==> src/rtl/mw_lmc1992_rx_pkg.sv <==
// Shared definitions for the LMC1992 microwire responder: function codes, FSM states,
// reset defaults, clamp limits and the clamp/attenuation helpers.
package mw_lmc1992_rx_pkg;

  typedef enum logic [2:0] {
    FN_MIX    = 3'b000,
    FN_BASS   = 3'b001,
    FN_TREBLE = 3'b010,
    FN_MASTER = 3'b011,
    FN_RVOL   = 3'b100,
    FN_LVOL   = 3'b101,
    FN_RSV6   = 3'b110,
    FN_RSV7   = 3'b111
  } lmc_fn_e;

  typedef enum logic [1:0] {
    ST_IDLE  = 2'b00,
    ST_SHIFT = 2'b01,
    ST_EVAL  = 2'b10
  } rx_state_e;

  localparam logic [1:0] DEV_ADDR_DEFAULT = 2'b10;
  localparam int         FRAME_LEN        = 11;
  localparam logic [3:0] FRAME_LEN_W      = 4'd11;
  localparam logic [3:0] BITCNT_MAX       = 4'd15;

  localparam logic [1:0] MIX_RST    = 2'b01;
  localparam logic [3:0] TONE_RST   = 4'd6;
  localparam logic [3:0] TONE_MAX   = 4'd12;
  localparam logic [5:0] MASTER_MAX = 6'd40;
  localparam logic [4:0] VOL_MAX    = 5'd20;

  typedef struct packed {
    logic [1:0] mix;
    logic [3:0] bass;
    logic [3:0] treble;
    logic [5:0] master;
    logic [4:0] left;
    logic [4:0] right;
  } lmc_settings_t;

  localparam lmc_settings_t SETTINGS_RST = '{
    mix:    MIX_RST,
    bass:   TONE_RST,
    treble: TONE_RST,
    master: MASTER_MAX,
    left:   VOL_MAX,
    right:  VOL_MAX
  };

  function automatic logic [3:0] clamp_tone(input logic [3:0] v);
    return (v > TONE_MAX) ? TONE_MAX : v;
  endfunction

  function automatic logic [5:0] clamp_master(input logic [5:0] v);
    return (v > MASTER_MAX) ? MASTER_MAX : v;
  endfunction

  function automatic logic [4:0] clamp_vol(input logic [4:0] v);
    return (v > VOL_MAX) ? VOL_MAX : v;
  endfunction

  // Inputs are already clamped, so each difference is non-negative and the sum is at most 60.
  function automatic logic [5:0] atten(input logic [5:0] master, input logic [4:0] vol);
    logic [6:0] sum;
    sum = (7'd40 - {1'b0, master}) + (7'd20 - {2'b00, vol});
    return sum[5:0];
  endfunction

endpackage

==> src/rtl/mw_lmc1992_rx_deserializer.sv <==
// Microwire front end: input synchroniser, edge detection, frame FSM, bit counter and the
// 11-bit shift register holding the most recent bits of the frame.
module mw_lmc1992_rx_deserializer
  import mw_lmc1992_rx_pkg::*;
#(
  parameter int SYNC_STAGES = 2
) (
  input  logic        clk32,
  input  logic        reset,
  input  logic        mw_clk_i,
  input  logic        mw_data_i,
  input  logic        mw_en_n_i,
  output logic        frame_done_o,
  output logic        frame_short_o,
  output logic [10:0] frame_o
);

  localparam logic [3:0] FLUSH_N = 4'(SYNC_STAGES);

  logic clk_s, en_s, dat_s;
  logic clk_d_q, en_d_q;
  logic clk_rise_s, en_rise_s, en_fall_s;
  logic [3:0] flush_q;
  logic armed_q;

  rx_state_e   state_q, state_d;
  logic [3:0]  bitcnt_q, bitcnt_d;
  logic [10:0] sreg_q, sreg_d;

  generate
    if (SYNC_STAGES == 0) begin : g_nosync
      assign clk_s = mw_clk_i;
      assign en_s  = mw_en_n_i;
      assign dat_s = mw_data_i;
    end else begin : g_sync
      logic [SYNC_STAGES-1:0] clk_sync_q, en_sync_q, dat_sync_q;

      always_ff @(posedge clk32) begin
        if (reset) begin
          clk_sync_q <= '0;
          en_sync_q  <= '1;
          dat_sync_q <= '0;
        end else begin
          for (int i = SYNC_STAGES - 1; i > 0; i--) begin
            clk_sync_q[i] <= clk_sync_q[i-1];
            en_sync_q[i]  <= en_sync_q[i-1];
            dat_sync_q[i] <= dat_sync_q[i-1];
          end
          clk_sync_q[0] <= mw_clk_i;
          en_sync_q[0]  <= mw_en_n_i;
          dat_sync_q[0] <= mw_data_i;
        end
      end

      assign clk_s = clk_sync_q[SYNC_STAGES-1];
      assign en_s  = en_sync_q[SYNC_STAGES-1];
      assign dat_s = dat_sync_q[SYNC_STAGES-1];
    end
  endgenerate

  always_ff @(posedge clk32) begin
    if (reset) begin
      clk_d_q <= 1'b0;
      en_d_q  <= 1'b1;
    end else begin
      clk_d_q <= clk_s;
      en_d_q  <= en_s;
    end
  end

  assign clk_rise_s = clk_s & ~clk_d_q;
  assign en_rise_s  = en_s & ~en_d_q;
  assign en_fall_s  = ~en_s & en_d_q;

  // The synchroniser is preset to "idle"; if en_n is still low across a reset the flush would look
  // like a falling edge, so a frame is only accepted once en_n has been seen high after the flush.
  always_ff @(posedge clk32) begin
    if (reset) begin
      flush_q <= 4'd0;
      armed_q <= 1'b0;
    end else if (flush_q != FLUSH_N) begin
      flush_q <= flush_q + 4'd1;
      armed_q <= 1'b0;
    end else begin
      flush_q <= flush_q;
      armed_q <= armed_q | en_s;
    end
  end

  always_ff @(posedge clk32) begin
    if (reset) begin
      state_q  <= ST_IDLE;
      bitcnt_q <= 4'd0;
      sreg_q   <= 11'd0;
    end else begin
      state_q  <= state_d;
      bitcnt_q <= bitcnt_d;
      sreg_q   <= sreg_d;
    end
  end

  // An mw_clk edge coinciding with en_n rising is dropped: the frame closes first.
  always_comb begin
    state_d  = state_q;
    bitcnt_d = bitcnt_q;
    sreg_d   = sreg_q;
    case (state_q)
      ST_IDLE: begin
        if (en_fall_s && armed_q) begin
          state_d  = ST_SHIFT;
          bitcnt_d = 4'd0;
        end else begin
          state_d = ST_IDLE;
        end
      end
      ST_SHIFT: begin
        if (en_rise_s) begin
          state_d = ST_EVAL;
        end else if (clk_rise_s) begin
          sreg_d   = {sreg_q[9:0], dat_s};
          bitcnt_d = (bitcnt_q == BITCNT_MAX) ? BITCNT_MAX : bitcnt_q + 4'd1;
        end else begin
          state_d = ST_SHIFT;
        end
      end
      ST_EVAL: begin
        state_d = ST_IDLE;
      end
      default: begin
        state_d = ST_IDLE;
      end
    endcase
  end

  assign frame_done_o  = (state_q == ST_EVAL);
  assign frame_short_o = (bitcnt_q < FRAME_LEN_W);
  assign frame_o       = sreg_q;

endmodule

==> src/rtl/mw_lmc1992_rx.sv <==
// LMC1992 volume/tone controller responder: decodes microwire frames into clamped settings
// and derives per-channel attenuation for the audio mixer.
module mw_lmc1992_rx
  import mw_lmc1992_rx_pkg::*;
#(
  parameter int         SYNC_STAGES = 2,
  parameter logic [1:0] DEV_ADDR    = DEV_ADDR_DEFAULT
) (
  input  logic       clk32,
  input  logic       reset,
  input  logic       mw_clk,
  input  logic       mw_data,
  input  logic       mw_en_n,
  output logic       cmd_valid,
  output logic       cmd_err,
  output logic [1:0] mix,
  output logic [3:0] bass,
  output logic [3:0] treble,
  output logic [5:0] master_vol,
  output logic [4:0] left_vol,
  output logic [4:0] right_vol,
  output logic [5:0] att_left,
  output logic [5:0] att_right
);

  logic        frame_done_s;
  logic        frame_short_s;
  logic [10:0] frame_s;
  logic [5:0]  data_s;

  lmc_settings_t settings_q, settings_d;
  logic       cmd_valid_q, cmd_valid_d;
  logic       cmd_err_q, cmd_err_d;
  logic [5:0] att_left_q, att_right_q;

  mw_lmc1992_rx_deserializer #(
    .SYNC_STAGES(SYNC_STAGES)
  ) u_deser (
    .clk32        (clk32),
    .reset        (reset),
    .mw_clk_i     (mw_clk),
    .mw_data_i    (mw_data),
    .mw_en_n_i    (mw_en_n),
    .frame_done_o (frame_done_s),
    .frame_short_o(frame_short_s),
    .frame_o      (frame_s)
  );

  assign data_s = frame_s[5:0];

  always_comb begin
    settings_d  = settings_q;
    cmd_valid_d = 1'b0;
    cmd_err_d   = 1'b0;
    if (frame_done_s) begin
      if (frame_short_s || (frame_s[10:9] != DEV_ADDR)) begin
        cmd_err_d = 1'b1;
      end else begin
        cmd_valid_d = 1'b1;
        case (lmc_fn_e'(frame_s[8:6]))
          FN_MIX:    settings_d.mix    = data_s[1:0];
          FN_BASS:   settings_d.bass   = clamp_tone(data_s[3:0]);
          FN_TREBLE: settings_d.treble = clamp_tone(data_s[3:0]);
          FN_MASTER: settings_d.master = clamp_master(data_s);
          FN_RVOL:   settings_d.right  = clamp_vol(data_s[4:0]);
          FN_LVOL:   settings_d.left   = clamp_vol(data_s[4:0]);
          default: begin
            cmd_valid_d = 1'b0;
            cmd_err_d   = 1'b1;
          end
        endcase
      end
    end else begin
      cmd_valid_d = 1'b0;
      cmd_err_d   = 1'b0;
    end
  end

  // Attenuation follows the setting registers, so it lags cmd_valid by one cycle.
  always_ff @(posedge clk32) begin
    if (reset) begin
      settings_q  <= SETTINGS_RST;
      cmd_valid_q <= 1'b0;
      cmd_err_q   <= 1'b0;
      att_left_q  <= 6'd0;
      att_right_q <= 6'd0;
    end else begin
      settings_q  <= settings_d;
      cmd_valid_q <= cmd_valid_d;
      cmd_err_q   <= cmd_err_d;
      att_left_q  <= atten(settings_q.master, settings_q.left);
      att_right_q <= atten(settings_q.master, settings_q.right);
    end
  end

  assign cmd_valid  = cmd_valid_q;
  assign cmd_err    = cmd_err_q;
  assign mix        = settings_q.mix;
  assign bass       = settings_q.bass;
  assign treble     = settings_q.treble;
  assign master_vol = settings_q.master;
  assign left_vol   = settings_q.left;
  assign right_vol  = settings_q.right;
  assign att_left   = att_left_q;
  assign att_right  = att_right_q;

endmodule

==> config.mk <==
export PLATFORM = sky130hd
export DESIGN_NAME = mw_lmc1992_rx
export DESIGN_NICKNAME = d
export VERILOG_FILES = /design/src/rtl/mw_lmc1992_rx_pkg.sv /design/src/rtl/mw_lmc1992_rx_deserializer.sv /design/src/rtl/mw_lmc1992_rx.sv
export SDC_FILE = /design/constraint.sdc
export NUM_CORES = 1
export LEC_CHECK = 0
export CAP_MARGIN = 30
export CORE_MARGIN = 10
export CORE_UTILIZATION = 35
export CTS_CLUSTER_DIAMETER = 50
export DETAILED_ROUTE_END_ITERATION = 7
export DONT_BUFFER_PORTS = 1
export PLACE_DENSITY = 0.51
export SYNTH_ARGS = -nofsm -noshare
export SYNTH_HDL_FRONTEND = slang
export SYNTH_SLANG_ARGS = --single-unit
==> constraint.sdc <==
create_clock -name clk32 -period 2.9 [get_ports clk32]
set_input_delay 0.435 -clock clk32 [delete_from_list [all_inputs] [get_ports clk32]]
set_output_delay 0.435 -clock clk32 [all_outputs]
set_load 0.03 [all_outputs]
After elaboration in Yosys (flattened, before gate mapping)
Cells that the tools add are included.

word-level totals
  flip-flop bits (word level) = 70
  latch bits = 0
  bits in writable memories = 0
  bits in read-only memories = 0
  input port bits = 5
  output and inout bits = 40
  memories = 0

cells by class
  add/subtract/negate cells = 7
  multiply operators = 0
  divide/modulo/power cells = 0
  order comparisons = 4
  eq/ne operators = 14
  shift-type cells = 0
  muxes and demuxes = 15
  bitwise logic cells = 10
  reduce and logical (&&, ||, !) cells = 17

operators by type and width
  operator               count
  $reduce_and A3 Y1      7
  $mux W4                5
  $add A6 B6 Y6          2
  $sub A5 B5 Y6 const A  2
  $add A4 B1 Y4 const B  2
  $pmux W4 S2            1
  $eq A3 B2 Y1 const B   2
  $eq A3 B3 Y1 const B   2
  $gt A6 B6 Y1 const B   1
  $mux W6                1
  $not A1 Y1             6
  $reduce_or A6 Y1       1
  $sub A6 B6 Y6 const A  1
  $gt A5 B5 Y1 const B   1
  $mux W5                1
  $eq A4 B4 Y1 const B   1
  $gt A4 B4 Y1 const B   1
  $lt A4 B4 Y1 const B   1
  $mux W1                4
  $mux W2                2
  $ne A2 B1 Y1 const B   2
  $ne A2 B2 Y1 const B   2
  $ne A4 B2 Y1 const B   1
  $pmux W2 S2            1
  14 further kinds       17

Logic depth before layout (Yosys ltp)
  word-level depth = 5
  depth in mapped cells = 13

By module
Synthesis repeated with hierarchy kept, for this count alone.

unflattened totals
  cells, all modules = 335
  area, all modules = 3,185.6 um^2

by module, submodules not included
  module                      times used  cells an instance  area each (um^2)  seq. area each (um^2)
  mw_lmc1992_rx               1           218                1,986.9           800.8
  mw_lmc1992_rx_deserializer  1           117                1,198.6           600.6

Least setup slack after synthesis
OpenSTA, ideal clock, no wires.

  path kind = register to register
  start point = register settings_q (netlist bit master_vol[0])
  end point = register att_right_q[5] (netlist: att_right[5])
  arrival = 2.525 ns
  required time = 2.772 ns
  setup slack = 0.247 ns
  stages on the path, launching flop included = 11
  buffers on the path = 0
  clock period less this slack = 2.653 ns
  path through = dfxtp_1 inv_1 ha_1 ha_1 ha_1 fa_1 a21o_1 a21oi_1 xor2_1 xnor2_1 nor2_1

between the ends
  cells in the longest elaborated chain, start to end = 2

RTL lines
  element                 RTL line                 text
  start, declared         mw_lmc1992_rx.sv:31      lmc_settings_t settings_q, settings_d;
  start signal, assigned  mw_lmc1992_rx.sv:88      settings_q <= settings_d;
  $sub A6 B6 Y6           mw_lmc1992_rx_pkg.sv:66  sum = (7'd40 - {1'b0, master}) + (7'd20 - {2'b00, vol});
  $add A6 B6 Y6           mw_lmc1992_rx_pkg.sv:66
  end signal, assigned    mw_lmc1992_rx.sv:92      att_right_q <= atten(settings_q.master, settings_q.right);
  end, declared           mw_lmc1992_rx.sv:34      logic [5:0] att_left_q, att_right_q;

Every way passes these cells.
A chain may end at the register's enable or synchronous reset.

Worst setup path after layout
Same ends and word-level chain as after synthesis.

==> flow_metrics.py <==
metrics = {
    "synthesis": {
        "postSynthAreaPerCell_um2": 9.57,
        "yosysMostFrequentCell": "dfxtp_1",
        "synth_top_area_cell": "dfxtp_1",
        "synth_edf_count": 0,
        "yosysWarnings": 0,
        "synthFlopType": "dfxtp_1",
        "synth_cell_types": 37,
        "ys_seq_area_frac": 0.452,
        "synthTopCellsByArea": "dfxtp_1, ha_1, mux2i_1, nor2_1, a21oi_1",
        "ys_seq_elements": 70,
        "netlist_area_mm2": 0.00310,
        "synth_top_area_frac": 0.452,
        "async_flop_share": 0,
        "postSynthCellCount": 324,
        "synth_commonest_cells": "dfxtp_1, nor2_1, ha_1",
        "synth_nets": 353,
    },
    "job": {
        "max_cap_violations": 0,
    },
    "finish": {
        "fillers": 907,
        "area_growth_pct": 9.48,
        "nets": 353,
        "n_antenna_cell": 0,
        "drive_above_1_share": 0.0942,
        "multi_input_area_mm2": 0.00153,
        "seq_area_mm2": 0.00140,
    },
    "clock_network": {
        "cts_buffer_depth": 2,
        "ctsRootBufferMaster": "clkbuf_8",
        "clock_sinks": 70,
        "cts_buffers": 9,
        "cts_resized": 0,
        "clk_pin_slew_ns": 0.08,
        "h-tree-depth": 3,
        "post_cts_buffers": 0,
        "cts_tree": "yes",
        "hold_buffers": 0,
        "clock_latency_ns": 0.35,
    },
    "floorplan": {
        "io-pin-count": 45,
        "rows": 34,
        "design.core.area_mm2": 0.00868,
        "die_y_um": 114,
        "die-area_mm2": 0.0130,
        "die_w_um": 114,
        "initial_utilization": 0.357,
    },
    "routing": {
        "wire_per_inst_um": 14.5,
        "first_pass_iters": 5,
        "vias": 2110,
        "drt-vias-per-instance": 4.83,
        "drc": 0,
        "routed_wl_um": 6360,
        "ant_nets": 0,
        "drtIter0Drc": 101,
    },
    "power": {
        "p_leak_nw": 1.33,
        "combPwrFrac": 0.036,
        "intPower_mw": 1.43,
        "p_seq_frac": 0.533,
        "clockPowerShare": 0.431,
        "p_per_area_mw_per_mm2": 555,
        "netSwitchingPower_mw": 0.456,
        "switching_share": 0.242,
        "ir_drop_mv": 0.232,
    },
    "placement": {
        "port_buffers": 0,
        "post-dp-hpwl_um": 4480,
        "place_congestion": 0.821,
        "pre_cts_slack_ns": 0.349,
    },
    "global_route": {
        "grt_pass1_wl_um": 10500,
        "grt_usage": 0.101,
        "antenna_found_initial": 0,
        "grt_max_degree": 79,
        "grt_overflow_total": 0,
        "grt_pass1_vias": 2008,
    },
    "setup_path": {
        "crit_type": "reg -> reg",
        "timing.rr.end": "att_right[5]",
        "r2r_cells": 10,
        "critPathLaunch": "master_vol[0]",
        "r2r_start": "master_vol[0]",
        "worst_setup_path_start_kind": "flop",
        "worstPathArrival_ns": 2.80,
        "reg2reg_slack_ns": 0.33,
        "critical_path_required_ns": 3.14,
        "critical_path.max_fanout": 3,
        "crit_path_end_kind": "flop",
    },
    "timing": {
        "finalCritPeriodShare": 0.885,
        "rsz0062_at_grt": "no",
        "holdWs_ns": 0.157,
        "timing.final.ws_setup_ns": 0.334,
        "drv_slew": 0,
        "finalClockSkew_ns": 0.0120,
        "min_period_ns": 2.57,
        "relSlewSlack": 0.616,
        "setup-tns-final_ns": 0,
        "tightest_slew_ns": 0.576,
        "setup_viol": 0,
        "hold_violations": 0,
        "max_freq_mhz": 390,
    },
    "min_path": {
        "whs_path_depth": 1,
        "hp-class": "in -> reg",
        "min_to": "u_deser.g_sync.dat_sync_q[0]",
        "min_from": "reset",
    },
    "status": {
        "status": "complete, no violations",
    },
}
==> power groups by stage <==
stage,Sequential [mW],Combinational (mW),Clock (mW)
6_report,1.00,0.0679,0.811
3_3_place_gp,1.03,0.0663,0
3_5_place_dp,1.03,0.0683,0
5_1_grt,1.01,0.0789,0.891
2_1_floorplan,1.02,0.0747,0
4_1_cts,1.00,0.0683,0.842
==> cells by family after synthesis <==
family | synth area share
AND/OR/NAND/NOR | 0.185
flip-flops | 0.452
AO/OA/AOI/OAI | 0.0968
buffers and inverters | 0.0533
adder cells (fa/ha/maj) | 0.102
multiplexers | 0.0714
XOR/XNOR | 0.0395
==> worst max path at each step <==
stage | slack [ns] | cells past startpoint | endpoint
2_1_floorplan | 0.25 | 10 | att_right[5]
3_3_place_gp | 0.39 | 10 | att_right[5]
3_5_place_dp | 0.35 | 10 | att_right[5]
4_1_cts | 0.32 | 10 | att_right[5]
5_1_grt | 0.20 | 10 | att_right[5]
6_report | 0.33 | 10 | att_right[5]
==> worst max-delay path: stages, from the launching register on <==
cell and delay [ns]:
dfxtp_1 0.31, buf_4 0.16, or3_1 0.41, xnor2_1 0.24, ha_1 0.28, ha_1 0.34, a21o_1 0.17, a21oi_1 0.17
xor2_1 0.18, xnor2_1 0.13, nor2_1 0.05
==> sequential cells by signal, summed over array words and instances, names as in the netlist, 4 cells and up <==
| register | cells |
|---|---|
| att_right | 6 |
| left_vol | 5 |
| u_deser.bitcnt_q | 4 |
| master_vol | 6 |
| right_vol | 5 |
| treble | 4 |
| bass | 4 |
| att_left | 6 |
| u_deser.flush_q | 4 |
| u_deser.frame_o | 11 |
==> final cells by class <==
cell class	instances	area share
Clock inverter	7	0.0236
Inverter	20	0.0221
Clock buffer	9	0.0365
Multi-Input combinational cell	217	0.452
Sequential cell	70	0.413
Timing Repair Buffer	6	0.0133
Tap cell	108	0.0398
==> through the flow <==
stage	total power, mW	utilization	instances	area, um2
after floorplan	1.10	-	324	3100
after global placement	1.09	0.368	421	3190
after detailed placement	1.10	0.368	421	3190
after CTS	1.92	0.391	437	3390
after global routing	1.98	0.391	437	3390
final	1.88	0.391	437	3390
==> routing by layer <==
| layer | GRT usage | share of wire | wire length (um) | up-vias |
|---|---|---|---|---|
| li1 | - | - | - | 1094 |
| met3 | 0.0414 | 0.056 | 354 | 9 |
| met1 | 0.133 | 0.50 | 3150 | 969 |
| met5 | 0 | 0 | 0 | - |
| met4 | 0.0351 | 0.016 | 103 | 0 |
| met2 | 0.146 | 0.43 | 2750 | 38 |
==> cell usage in the layout, fill, tap and decap left out, types with 7 or more instances in the layout <==
| cell type | count |
|---|---|
| xnor2_1 | 7 |
| nor3_1 | 13 |
| xor2_1 | 7 |
| a21oi_1 | 18 |
| mux2i_1 | 21 |
| dfxtp_1 | 70 |
| inv_1 | 20 |
| nor2_1 | 46 |
| ha_1 | 22 |
| o21ai_0 | 7 |
| nand3_1 | 10 |
| clkbuf_8 | 9 |
| nand2b_1 | 8 |
| nor2b_1 | 13 |
Power figures use the tool's default switching activity.
